`src/rtl/vga_pkg.sv`:
```
// Shared constants, lock-state encoding and ball-colour helper for the VGA receiver.
package vga_pkg;

    localparam int H_PIXELS_DEF = 800;
    localparam int V_LINES_DEF  = 521;
    localparam int H_PULSE_DEF  = 96;
    localparam int V_PULSE_DEF  = 2;
    localparam int HBP_DEF      = 144;
    localparam int HFP_DEF      = 784;
    localparam int VBP_DEF      = 31;
    localparam int VFP_DEF      = 511;

    localparam int CNT_W = 10;
    localparam int X_W   = 10;
    localparam int Y_W   = 9;
    localparam int R_W   = 5;
    localparam int G_W   = 6;
    localparam int B_W   = 5;

    localparam logic [R_W-1:0] BALL_R = '0;
    localparam logic [G_W-1:0] BALL_G = '1;
    localparam logic [B_W-1:0] BALL_B = '0;

    typedef enum logic [1:0] {
        S_HUNT   = 2'd0,
        S_LINE   = 2'd1,
        S_FRAME  = 2'd2,
        S_LOCKED = 2'd3
    } lock_state_e;

    function automatic logic is_ball(input logic [R_W-1:0] r,
                                     input logic [G_W-1:0] g,
                                     input logic [B_W-1:0] b);
        return (r == BALL_R) && (g == BALL_G) && (b == BALL_B);
    endfunction

endpackage

```
`src/rtl/vga_rx_if.sv`:
```
// Incoming video bus: sync, colour and the pixel-slot strobe.
interface vga_rx_if;
    import vga_pkg::*;

    // pix_en is a one-pclk strobe; sync and colour are only meaningful in the
    // cycle pix_en is high. There is no back-pressure: every strobe is consumed.
    logic           pix_en;
    logic           hsync;
    logic           vsync;
    logic [R_W-1:0] red;
    logic [G_W-1:0] green;
    logic [B_W-1:0] blue;

    modport master (output pix_en, hsync, vsync, red, green, blue);
    modport slave  (input  pix_en, hsync, vsync, red, green, blue);
endinterface

```
`src/rtl/vga_obj_tracker.sv`:
```
// Tracks the minimum x/y of ball-coloured pixels in a frame and publishes it at frame end.
module vga_obj_tracker
    import vga_pkg::*;
(
    input  logic           clk,
    input  logic           rst,
    input  logic           sample,
    input  logic [X_W-1:0] x,
    input  logic [Y_W-1:0] y,
    input  logic [R_W-1:0] red,
    input  logic [G_W-1:0] green,
    input  logic [B_W-1:0] blue,
    input  logic           frame_end,
    input  logic           clear,
    output logic           valid,
    output logic [X_W-1:0] min_x,
    output logic [Y_W-1:0] min_y
);

    logic [X_W-1:0] run_x;
    logic [Y_W-1:0] run_y;
    logic           seen;

    always_ff @(posedge clk or posedge rst) begin
        if (rst) begin
            run_x <= '1;
            run_y <= '1;
            seen  <= 1'b0;
            valid <= 1'b0;
            min_x <= '0;
            min_y <= '0;
        end else if (clear) begin
            run_x <= '1;
            run_y <= '1;
            seen  <= 1'b0;
            valid <= 1'b0;
        end else if (frame_end) begin
            // An empty frame drops valid but keeps the last reported corner.
            valid <= seen;
            if (seen) begin
                min_x <= run_x;
                min_y <= run_y;
            end
            run_x <= '1;
            run_y <= '1;
            seen  <= 1'b0;
        end else if (sample && is_ball(red, green, blue)) begin
            seen <= 1'b1;
            if (x < run_x) run_x <= x;
            if (y < run_y) run_y <= y;
        end
    end

endmodule

```
`src/rtl/vga_rx.sv`:
```
// VGA receiver: sync lock FSM, pixel capture in the active window, ball tracking.
module vga_rx
    import vga_pkg::*;
#(
    parameter int H_PIXELS = H_PIXELS_DEF,
    parameter int V_LINES  = V_LINES_DEF,
    parameter int H_PULSE  = H_PULSE_DEF,
    parameter int V_PULSE  = V_PULSE_DEF,
    parameter int HBP      = HBP_DEF,
    parameter int HFP      = HFP_DEF,
    parameter int VBP      = VBP_DEF,
    parameter int VFP      = VFP_DEF
) (
    input  logic           pclk,
    input  logic           reset,
    vga_rx_if.slave        vid,
    output logic           px_valid,
    output logic [X_W-1:0] px_x,
    output logic [Y_W-1:0] px_y,
    output logic [R_W-1:0] px_r,
    output logic [G_W-1:0] px_g,
    output logic [B_W-1:0] px_b,
    output logic           frame_start,
    output logic           locked,
    output logic           err_line,
    output logic           err_frame,
    output logic           ball_valid,
    output logic [X_W-1:0] ball_x,
    output logic [Y_W-1:0] ball_y,
    output lock_state_e    state
);

    localparam logic [CNT_W-1:0] H_LAST = CNT_W'(H_PIXELS - 1);
    localparam logic [CNT_W-1:0] V_LAST = CNT_W'(V_LINES - 1);
    localparam logic [CNT_W-1:0] H_PUL  = CNT_W'(H_PULSE);
    localparam logic [CNT_W-1:0] V_PUL  = CNT_W'(V_PULSE);
    localparam logic [CNT_W-1:0] H_BP   = CNT_W'(HBP);
    localparam logic [CNT_W-1:0] H_FP   = CNT_W'(HFP);
    localparam logic [CNT_W-1:0] V_BP   = CNT_W'(VBP);
    localparam logic [CNT_W-1:0] V_FP   = CNT_W'(VFP);

    logic             hs_prev, vs_prev;
    logic [CNT_W-1:0] hcount, vcount, h_next, v_next;
    logic             hs_fall, hs_rise, vs_fall, vs_rise, h_sat;
    logic             line_err, frame_err, err_line_d, err_frame_d;
    logic             stay_locked, leave_locked, active, capture, frame_end;
    logic [X_W-1:0]   cur_x;
    logic [Y_W-1:0]   cur_y;
    lock_state_e      state_next;

    always_comb begin
        hs_fall = vid.pix_en &&  hs_prev && !vid.hsync;
        hs_rise = vid.pix_en && !hs_prev &&  vid.hsync;
        vs_fall = vid.pix_en &&  vs_prev && !vid.vsync;
        vs_rise = vid.pix_en && !vs_prev &&  vid.vsync;
        h_sat   = vid.pix_en && !hs_fall && (hcount == '1);

        // h_next/v_next are the coordinates of the pixel sampled on this strobe.
        h_next = hcount;
        if (vid.pix_en) begin
            if (hs_fall)              h_next = '0;
            else if (hcount != '1)    h_next = hcount + CNT_W'(1);
        end
        v_next = vcount;
        if (hs_fall) begin
            if (vs_fall)              v_next = '0;
            else if (vcount != '1)    v_next = vcount + CNT_W'(1);
        end

        line_err  = (hs_fall && (hcount != H_LAST)) || (hs_rise && (h_next != H_PUL)) || h_sat;
        frame_err = (vs_fall && (vcount != V_LAST)) || (vs_rise && (v_next != V_PUL));

        state_next  = state;
        err_line_d  = 1'b0;
        err_frame_d = 1'b0;
        case (state)
            S_HUNT: begin
                if (hs_fall) state_next = S_LINE;
            end
            default: begin
                err_line_d  = line_err;
                err_frame_d = frame_err && (state != S_LINE);
                if (err_line_d || err_frame_d)  state_next = S_HUNT;
                else if (vs_fall)               state_next = (state == S_LINE) ? S_FRAME : S_LOCKED;
            end
        endcase

        stay_locked  = (state == S_LOCKED) && (state_next == S_LOCKED);
        leave_locked = (state == S_LOCKED) && (state_next != S_LOCKED);
        active       = vid.pix_en && (h_next >= H_BP) && (h_next < H_FP) &&
                       (v_next >= V_BP) && (v_next < V_FP);
        capture      = stay_locked && active;
        frame_end    = stay_locked && vs_fall;
        cur_x        = X_W'(h_next - H_BP);
        cur_y        = Y_W'(v_next - V_BP);
    end

    assign locked = (state == S_LOCKED);

    always_ff @(posedge pclk or posedge reset) begin
        if (reset) begin
            state       <= S_HUNT;
            hs_prev     <= 1'b1;
            vs_prev     <= 1'b1;
            hcount      <= '0;
            vcount      <= '0;
            px_valid    <= 1'b0;
            px_x        <= '0;
            px_y        <= '0;
            px_r        <= '0;
            px_g        <= '0;
            px_b        <= '0;
            frame_start <= 1'b0;
            err_line    <= 1'b0;
            err_frame   <= 1'b0;
        end else begin
            state       <= state_next;
            hcount      <= h_next;
            vcount      <= v_next;
            px_valid    <= capture;
            frame_start <= frame_end;
            err_line    <= err_line_d;
            err_frame   <= err_frame_d;
            if (vid.pix_en) begin
                hs_prev <= vid.hsync;
                vs_prev <= vid.vsync;
            end
            if (capture) begin
                px_x <= cur_x;
                px_y <= cur_y;
                px_r <= vid.red;
                px_g <= vid.green;
                px_b <= vid.blue;
            end
        end
    end

    vga_obj_tracker u_tracker (
        .clk       (pclk),
        .rst       (reset),
        .sample    (capture),
        .x         (cur_x),
        .y         (cur_y),
        .red       (vid.red),
        .green     (vid.green),
        .blue      (vid.blue),
        .frame_end (frame_end),
        .clear     (leave_locked),
        .valid     (ball_valid),
        .min_x     (ball_x),
        .min_y     (ball_y)
    );

endmodule

```
`src/flat_wrapper.sv`:
```
// flat-port wrapper written by rule: the top's interface ports become plain ports
module vga_rx_flat import vga_pkg::*;
#(
    parameter int H_PIXELS = H_PIXELS_DEF,
    parameter int V_LINES  = V_LINES_DEF,
    parameter int H_PULSE  = H_PULSE_DEF,
    parameter int V_PULSE  = V_PULSE_DEF,
    parameter int HBP      = HBP_DEF,
    parameter int HFP      = HFP_DEF,
    parameter int VBP      = VBP_DEF,
    parameter int VFP      = VFP_DEF
)
  (pclk, reset, px_valid, px_x, px_y, px_r, px_g, px_b, frame_start, locked, err_line, err_frame, ball_valid, ball_x, ball_y, state, vid_pix_en, vid_hsync, vid_vsync, vid_red, vid_green, vid_blue);
  vga_rx_if vid_i ();
  input  logic pclk;
  input  logic reset;
  output logic px_valid;
  output logic [X_W-1:0] px_x;
  output logic [Y_W-1:0] px_y;
  output logic [R_W-1:0] px_r;
  output logic [G_W-1:0] px_g;
  output logic [B_W-1:0] px_b;
  output logic frame_start;
  output logic locked;
  output logic err_line;
  output logic err_frame;
  output logic ball_valid;
  output logic [X_W-1:0] ball_x;
  output logic [Y_W-1:0] ball_y;
  output lock_state_e state;
  input wire logic [$bits(vid_i.pix_en)-1:0] vid_pix_en;
  input wire logic [$bits(vid_i.hsync)-1:0] vid_hsync;
  input wire logic [$bits(vid_i.vsync)-1:0] vid_vsync;
  input wire logic [$bits(vid_i.red)-1:0] vid_red;
  input wire logic [$bits(vid_i.green)-1:0] vid_green;
  input wire logic [$bits(vid_i.blue)-1:0] vid_blue;
  assign vid_i.pix_en = vid_pix_en;
  assign vid_i.hsync = vid_hsync;
  assign vid_i.vsync = vid_vsync;
  assign vid_i.red = vid_red;
  assign vid_i.green = vid_green;
  assign vid_i.blue = vid_blue;
  vga_rx #(.H_PIXELS(H_PIXELS), .V_LINES(V_LINES), .H_PULSE(H_PULSE), .V_PULSE(V_PULSE), .HBP(HBP), .HFP(HFP), .VBP(VBP), .VFP(VFP)) u_core (.pclk(pclk), .reset(reset), .vid(vid_i), .px_valid(px_valid), .px_x(px_x), .px_y(px_y), .px_r(px_r), .px_g(px_g), .px_b(px_b), .frame_start(frame_start), .locked(locked), .err_line(err_line), .err_frame(err_frame), .ball_valid(ball_valid), .ball_x(ball_x), .ball_y(ball_y), .state(state));
endmodule
```
`config.mk`:
```
export PLATFORM = sky130hd
export DESIGN_NAME = vga_rx_flat
export DESIGN_NICKNAME = d
export VERILOG_FILES = /design/src/rtl/vga_pkg.sv /design/src/rtl/vga_rx_if.sv /design/src/rtl/vga_obj_tracker.sv /design/src/rtl/vga_rx.sv /design/src/flat_wrapper.sv
export SDC_FILE = /design/constraint.sdc
export NUM_CORES = 1
export LEC_CHECK = 0
export CORE_ASPECT_RATIO = 1.1
export CORE_UTILIZATION = 35
export CTS_CLUSTER_DIAMETER = 30
export DETAILED_ROUTE_END_ITERATION = 10
export SETUP_SLACK_MARGIN = 0.15
export SYNTH_ARGS = -nofsm -noshare
export SYNTH_HDL_FRONTEND = slang
export SYNTH_SLANG_ARGS = --single-unit
```
`constraint.sdc`:
```
create_clock -name pclk -period 4.33 [get_ports pclk]
set_input_delay 0.433 -clock pclk [delete_from_list [all_inputs] [get_ports pclk]]
set_output_delay 0.433 -clock pclk [all_outputs]
set_load 0.01 [all_outputs]
```
==> results of run 1 <==
-- cell type report --
cell class                      count  area [um^2]
Fill cell                        1478         8690
Multi-Input combinational cell    379         3050
Sequential cell                   103         2610
Timing Repair Buffer              153         1360
Tap cell                          204          255
Clock buffer                       10          239
Inverter                           31          119
Clock inverter                      6         50.0
-- power by group through the flow --
stage                     Clock (uW)  Sequential [uW]  Combinational (uW)
final                            808             1180                 665
after global routing             870             1200                 748
after CTS                        835             1180                 640
after detailed placement           0             1190                 632
after global placement             0             1190                 623
after floorplan                    0             1140                 421
-- timing repair --
item                       in CTS  in global routing
resized for setup               3                 30
buffers inserted                2                  5
setup endpoints to repair      19                 19
gates cloned                    0                  1
pin swaps                       3                 14
-- per-stage QoR --
| step | area [um^2] | setup TNS (ns) | worst slack (ns) |
|---|---|---|---|
| 3_5_place_dp | 7230 | -0.967 | -0.137 |
| 4_1_cts | 7540 | 0 | 0.172 |
| 5_1_grt | 7680 | 0 | 0.153 |
| 6_report | 7680 | 0 | 0.414 |
| 2_1_floorplan | 5860 | 0 | 0.201 |
| 3_3_place_gp | 7230 | 0 | 0.000863 |
-- critical path, cell delays in order (launching register included) --
cell and delay [ns]:
dfrtp_1 0.37, ha_2 0.20, nand4_1 0.15, or3_4 0.38, a31o_4 0.26, a21oi_4 0.17, inv_2 0.05, ha_1 0.17
inv_1 0.09, o21ai_2 0.08, o21ai_2 0.08, xnor2_2 0.16, ha_1 0.28, nand4_1 0.11, nor2_1 0.07, a21oi_1 0.12
nand2_1 0.09, a311oi_2 0.32, and4_1 0.29, buf_6 0.15, nand3_1 0.12, o211ai_1 0.13
-- registers in the layout (all words and copies together), names as in the netlist --
name	cells
u_core.err_frame	1
u_core.err_line	1
u_core.frame_start	1
u_core.hcount	10
u_core.hs_prev	1
u_core.px_b	5
u_core.px_g	6
u_core.px_r	5
u_core.px_valid	1
u_core.px_x	10
u_core.px_y	9
u_core.state	2
u_core.u_tracker.min_x	10
u_core.u_tracker.min_y	9
u_core.u_tracker.run_x	10
u_core.u_tracker.run_y	9
u_core.u_tracker.seen	1
u_core.u_tracker.valid	1
u_core.vcount	10
u_core.vs_prev	1
-- synthesized netlist by cell type, drive strengths merged, types with 7 or more instances --
library cell / n / area [um^2]
o21ai: 28 / 140
nor2: 22 / 90.1
nand3: 42 / 215
nand4: 10 / 62.6
xnor2: 8 / 70.1
inv: 31 / 116
nor3: 10 / 55.1
nand2b: 7 / 43.8
ha: 25 / 313
dfstp: 21 / 552
clkbuf: 10 / 37.5
nand2: 25 / 101
a31oi: 10 / 77.6
dfrtp: 82 / 2050
a21oi: 17 / 85.1
o211ai: 12 / 90.1
and4: 7 / 61.3
mux2: 53 / 672
buf: 20 / 156
-- metal layers --
| metal | vias up | global-route usage, % | share of wire [%] |
|---|---|---|---|
| li1 | 2286 | - | - |
| met1 | 2364 | 21.9 | 42 |
| met2 | 117 | 33.6 | 51 |
| met3 | 34 | 3.30 | 4.2 |
| met4 | 0 | 8.81 | 3.1 |
| met5 | - | 0 | 0 |
-- cells by family (layout without fill, tap and decap cells) --
group | Yosys count | after routing | synth area share (%)
buf+inv | 61 | 200 | 5.30
simple gates | 164 | 165 | 16.1
mux | 56 | 56 | 12.0
compound gates | 121 | 121 | 15.0
flops | 103 | 103 | 44.5
xor+xnor | 12 | 12 | 1.79
fa+ha+maj | 25 | 25 | 5.34
-- path summary, 6_finish.rpt --
check	slack (ns)	cells past startpoint	start	endpoint
min	0.49	2	u_core.u_tracker.valid$_DFFE_PP0N_	u_core.u_tracker.valid$_DFFE_PP0N_
min in group asynchronous	0.65	2	reset	u_core.px_valid$_DFF_PP0_
max reg2reg	0.41	21	u_core.hcount[1]$_DFF_PP0_	u_core.u_tracker.run_x[6]$_DFFE_PP1P_
max	0.41	21	u_core.hcount[1]$_DFF_PP0_	u_core.u_tracker.run_x[6]$_DFFE_PP1P_
max in group asynchronous	2.69	3	reset	u_core.u_tracker.run_x[7]$_DFFE_PP1P_
min reg2reg	0.49	2	u_core.u_tracker.valid$_DFFE_PP0N_	u_core.u_tracker.valid$_DFFE_PP0N_
==> flow_metrics.py, run 1 <==
metrics = {
    "status": {
        "status": "finished, violations left",
        "violations": "design-rule violations",
    },
    "power_and_ir_drop": {
        "peakVddDrop_mv": 0.195,
        "pwr-share-seq_pct": 44.6,
        "power_uw": 2660,
        "sw_frac_of_total_pct": 32.2,
        "power.density_nw_per_um2": 346,
        "clock_power_share_pct": 30.4,
        "p_int_uw": 1800,
        "combPwrFrac_pct": 25.0,
        "p_leak_uw": 0.00358,
        "power_switching_uw": 856,
    },
    "die": {
        "die_area_um2": 17300,
        "initial_core_util_pct": 35.8,
        "rows": 49,
        "dieWidth_um": 125,
        "io_pins": 83,
        "die_y_um": 138,
        "core_um2": 16400,
    },
    "clock_tree": {
        "cts_buffer_depth": 2,
        "path_clk_slew_ns": 0.08,
        "h-tree-depth": 3,
        "numCtsBuffers": 9,
        "cts_sinks": 103,
        "clockRootBuffer": "clkbuf_16",
        "clock_latency_ns": 0.36,
        "cts_hold_buf": 0,
        "cts_tree": "yes",
    },
    "setup_path": {
        "worst_setup_path_end_kind": "register",
        "worst_ep_required_time_ns": 4.60,
        "critPathKind": "register to register",
        "startpoint_type": "register",
        "path_max_fanout": 9,
        "cp_data_arrival_time_ns": 4.19,
    },
    "yosys": {
        "synth.distinct_cells": 72,
        "synth_area_um2": 5860,
        "yosysSeqAreaShare_pct": 44.5,
        "synth-edff-count": 0,
        "synthCells": 542,
        "synth.avg_cell_area_um2": 10.8,
        "synth_warnings": 0,
        "ys_ff_latch": 103,
        "synth_fp_nets": 588,
        "synthFlopType": "dfrtp_1",
        "ys_async_sr_fraction_pct": 100,
    },
    "final_layout": {
        "n_antenna_cell": 0,
        "final_cell_mix": "82 x clkdlybuf4s50_1, 80 x dfrtp_1, 69 x buf_4",
        "mostFrequentLayoutCell": "clkdlybuf4s50_1",
        "postLayoutCoreUtil_pct": 46.9,
        "fin_nets": 723,
        "layout-drive-gt1-share_pct": 29.0,
        "final_cells": 886,
        "syn2layout_area_growth_pct": 31.1,
    },
    "sta": {
        "finalCriticalPeriod_ns": 3.92,
        "worstMarginPinSlew_ns": 1.00,
        "finalMaxSlewViolations": 0,
        "whs_ns": 0.485,
        "finalHoldViolations": 0,
        "fmax_mhz": 255,
        "max_slew_margin_pct": 33.3,
        "fin_worst_skew_ns": 0.0117,
        "post-route-period-util_pct": 90.4,
        "finalSetupViolations": 0,
        "rsz0062_at_grt": "yes",
    },
    "grt": {
        "grt_pass1_wl_um": 25300,
        "antenna_found_initial": 0,
        "grt_max_degree": 81,
        "overflow": 0,
        "grt_pass1_vias": 4972,
        "grt_use_total_pct": 18.7,
    },
    "placed_design": {
        "dp.cells": 862,
        "gp_congestion": 0.903,
        "port_buffers": 82,
        "dp_hpwl_um": 11500,
    },
    "route": {
        "ant_nets": 0,
        "wl_um": 15800,
        "drc_errors": 4,
        "post_drt_wl_per_cell_um": 17.8,
        "drt_pass1_iterations": 8,
        "drtIter0Drc": 289,
        "avgViaCountPerCell": 5.42,
        "vias": 4801,
    },
    "hold_path": {
        "hold_path_class": "register to register",
    },
    "job": {
        "drv_cap": 0,
    },
}
(Power assumes the default switching activity.)
==> run 2, diff against run 1 <==
--- a/config.mk
+++ b/config.mk
@@ -13,3 +13,4 @@
 export SYNTH_ARGS = -nofsm -noshare
 export SYNTH_HDL_FRONTEND = slang
 export SYNTH_SLANG_ARGS = --single-unit
+export TNS_END_PERCENT = 10
==> run 2 against run 1 <==
Effect of this change: the flow still finishes with violations (design-rule violations); global-route usage is the same; count of clock-buffer cells in the layout unchanged; first-iteration DRC count rose by 6.9%; critical path type unchanged; largest power group unchanged; highest routed layer unchanged.
==> flow_metrics.py, run 2 (synthesis results as in run 1) <==
metrics = {
    "clock_tree": {
        "path_clk_slew_ns": 0.08,
        "cts_buffer_depth": 2,
        "h-tree-depth": 3,
        "cts_hold_buf": 0,
        "cts_sinks": 103,
        "clockRootBuffer": "clkbuf_16",
        "clock_latency_ns": 0.36,
        "cts_tree": "yes",
        "numCtsBuffers": 9,
    },
    "final_layout": {
        "seq_area_um2": 2610,
        "n_antenna_cell": 0,
        "final_cells": 885,
        "layout-drive-gt1-share_pct": 28.2,
        "syn2layout_area_growth_pct": 30.5,
        "num-fill-cells": 1483,
        "fin_nets": 722,
        "multi_input_area_um2": 3020,
        "postLayoutCoreUtil_pct": 46.7,
        "mostFrequentLayoutCell": "clkdlybuf4s50_1",
        "final_cell_mix": "82 x clkdlybuf4s50_1, 80 x dfrtp_1, 68 x buf_4",
    },
    "die": {
        "die_y_um": 138,
        "dieWidth_um": 125,
        "core_um2": 16400,
        "io_pins": 83,
        "initial_core_util_pct": 35.8,
        "die_area_um2": 17300,
        "rows": 49,
    },
    "grt": {
        "grt_max_degree": 81,
        "grt_pass1_vias": 4959,
        "grt_pass1_wl_um": 25300,
        "antenna_found_initial": 0,
        "overflow": 0,
        "grt_use_total_pct": 18.7,
    },
    "sta": {
        "finalHoldViolations": 0,
        "rsz0062_at_grt": "yes",
        "whs_ns": 0.486,
        "worstMarginPinSlew_ns": 0.996,
        "max_slew_margin_pct": 33.6,
        "post-route-period-util_pct": 91.0,
        "finalSetupViolations": 0,
        "finalMaxSlewViolations": 0,
        "finalCriticalPeriod_ns": 3.94,
        "fin_worst_skew_ns": 0.0143,
        "fmax_mhz": 254,
    },
    "status": {
        "status": "finished, violations left",
        "violations": "design-rule violations",
    },
    "setup_path": {
        "ff2ff_setup_slack_ns": 0.39,
        "ff2ff_path_depth": 21,
        "rr_endpoint": "u_core.u_tracker.run_x[6]$_DFFE_PP1P_",
        "worst_setup_path_end_kind": "register",
        "path_max_fanout": 9,
        "worst_ep_required_time_ns": 4.60,
        "startpoint_type": "register",
        "cp_data_arrival_time_ns": 4.21,
        "rr_startpoint": "u_core.hcount[1]$_DFF_PP0_",
        "critPathKind": "register to register",
    },
    "placed_design": {
        "port_buffers": 82,
        "dp.cells": 862,
        "gp_congestion": 0.903,
        "dp_hpwl_um": 11500,
    },
    "route": {
        "drt_pass1_iterations": 10,
        "wl_um": 15800,
        "avgViaCountPerCell": 5.48,
        "drc_errors": 4,
        "post_drt_wl_per_cell_um": 17.9,
        "ant_nets": 0,
        "vias": 4847,
        "drtIter0Drc": 309,
    },
    "hold_path": {
        "hold-path-endpoint": "u_core.u_tracker.valid$_DFFE_PP0N_",
        "min_from": "u_core.u_tracker.valid$_DFFE_PP0N_",
        "hold_path_class": "register to register",
        "min_path_cells": 2,
    },
    "power_and_ir_drop": {
        "p_leak_uw": 0.00357,
        "peakVddDrop_mv": 0.197,
        "power.density_nw_per_um2": 348,
    },
    "job": {
        "drv_cap": 0,
    },
}
[run 2: worst max-delay path by stage]
stage | from | endpoint | slack [ns] | depth (start not counted)
floorplan | u_core.hcount[1]$_DFF_PP0_ | u_core.u_tracker.run_x[9]$_DFFE_PP1P_ | 0.20 | 22
detailed placement | vid_pix_en | u_core.u_tracker.run_y[3]$_DFFE_PP1P_ | -0.14 | 19
finish | u_core.hcount[1]$_DFF_PP0_ | u_core.u_tracker.run_x[6]$_DFFE_PP1P_ | 0.39 | 21
global route | u_core.hcount[1]$_DFF_PP0_ | u_core.u_tracker.run_x[9]$_DFFE_PP1P_ | 0.11 | 21
global placement | vid_pix_en | u_core.u_tracker.run_y[5]$_DFFE_PP1P_ | 0.0009 | 18
CTS | u_core.hcount[1]$_DFF_PP0_ | u_core.u_tracker.run_x[6]$_DFFE_PP1P_ | 0.13 | 21
[run 2: what timing repair did]
action	in CTS	in global routing
buffers inserted	1	5
cloned	0	1
gates resized for setup	3	24
pin swaps	1	13
setup endpoints to repair	19	19
[run 2: layer usage]
metal	global-route usage (%)	vias up	share of wire (%)
li1	-	2277	-
met1	21.9	2382	42
met2	33.7	153	51
met3	3.26	35	4.2
met4	8.54	0	3.2
met5	0	-	0
[run 2: layout make-up]
type	instances	share of cell area, %
multi-input cells	379	39.5
flip-flops and latches	103	34.1
repair buffers	152	17.7
well taps	204	3.34
clock buffers	10	3.13
inverters	31	1.55
clock inverters	6	0.655
[run 2: stage by stage]
stage	setup slack, ns	cell area [um^2]	total power [uW]	TNS (ns)
after floorplan	0.201	5860	1560	0
after global placement	0.000863	7230	1820	0
after detailed placement	-0.137	7230	1830	-0.967
after CTS	0.125	7530	2650	0
after global routing	0.111	7650	2810	0
final	0.392	7650	2660	0
[run 2: worst max-delay path, cell delays in order (launching register included)]
cell      delay (ns)
dfrtp_1         0.37
ha_2            0.20
nand4_1         0.15
or3_4           0.38
a31o_4          0.26
a21oi_4         0.16
inv_2           0.05
ha_1            0.17
inv_1           0.07
o21ai_1         0.09
o21ai_1         0.10
xnor2_1         0.20
ha_1            0.30
nand4_1         0.11
nor2_1          0.07
a21oi_1         0.12
nand2_1         0.09
a311oi_2        0.27
and4_1          0.29
buf_6           0.15
nand3_1         0.12
o211ai_1        0.13
[run 2: power breakdown]
| group | switching, uW | internal, uW |
|---|---|---|
| registers | 104 | 1080 |
| clock network | 396 | 415 |
| logic | 358 | 306 |
| total | 859 | 1800 |
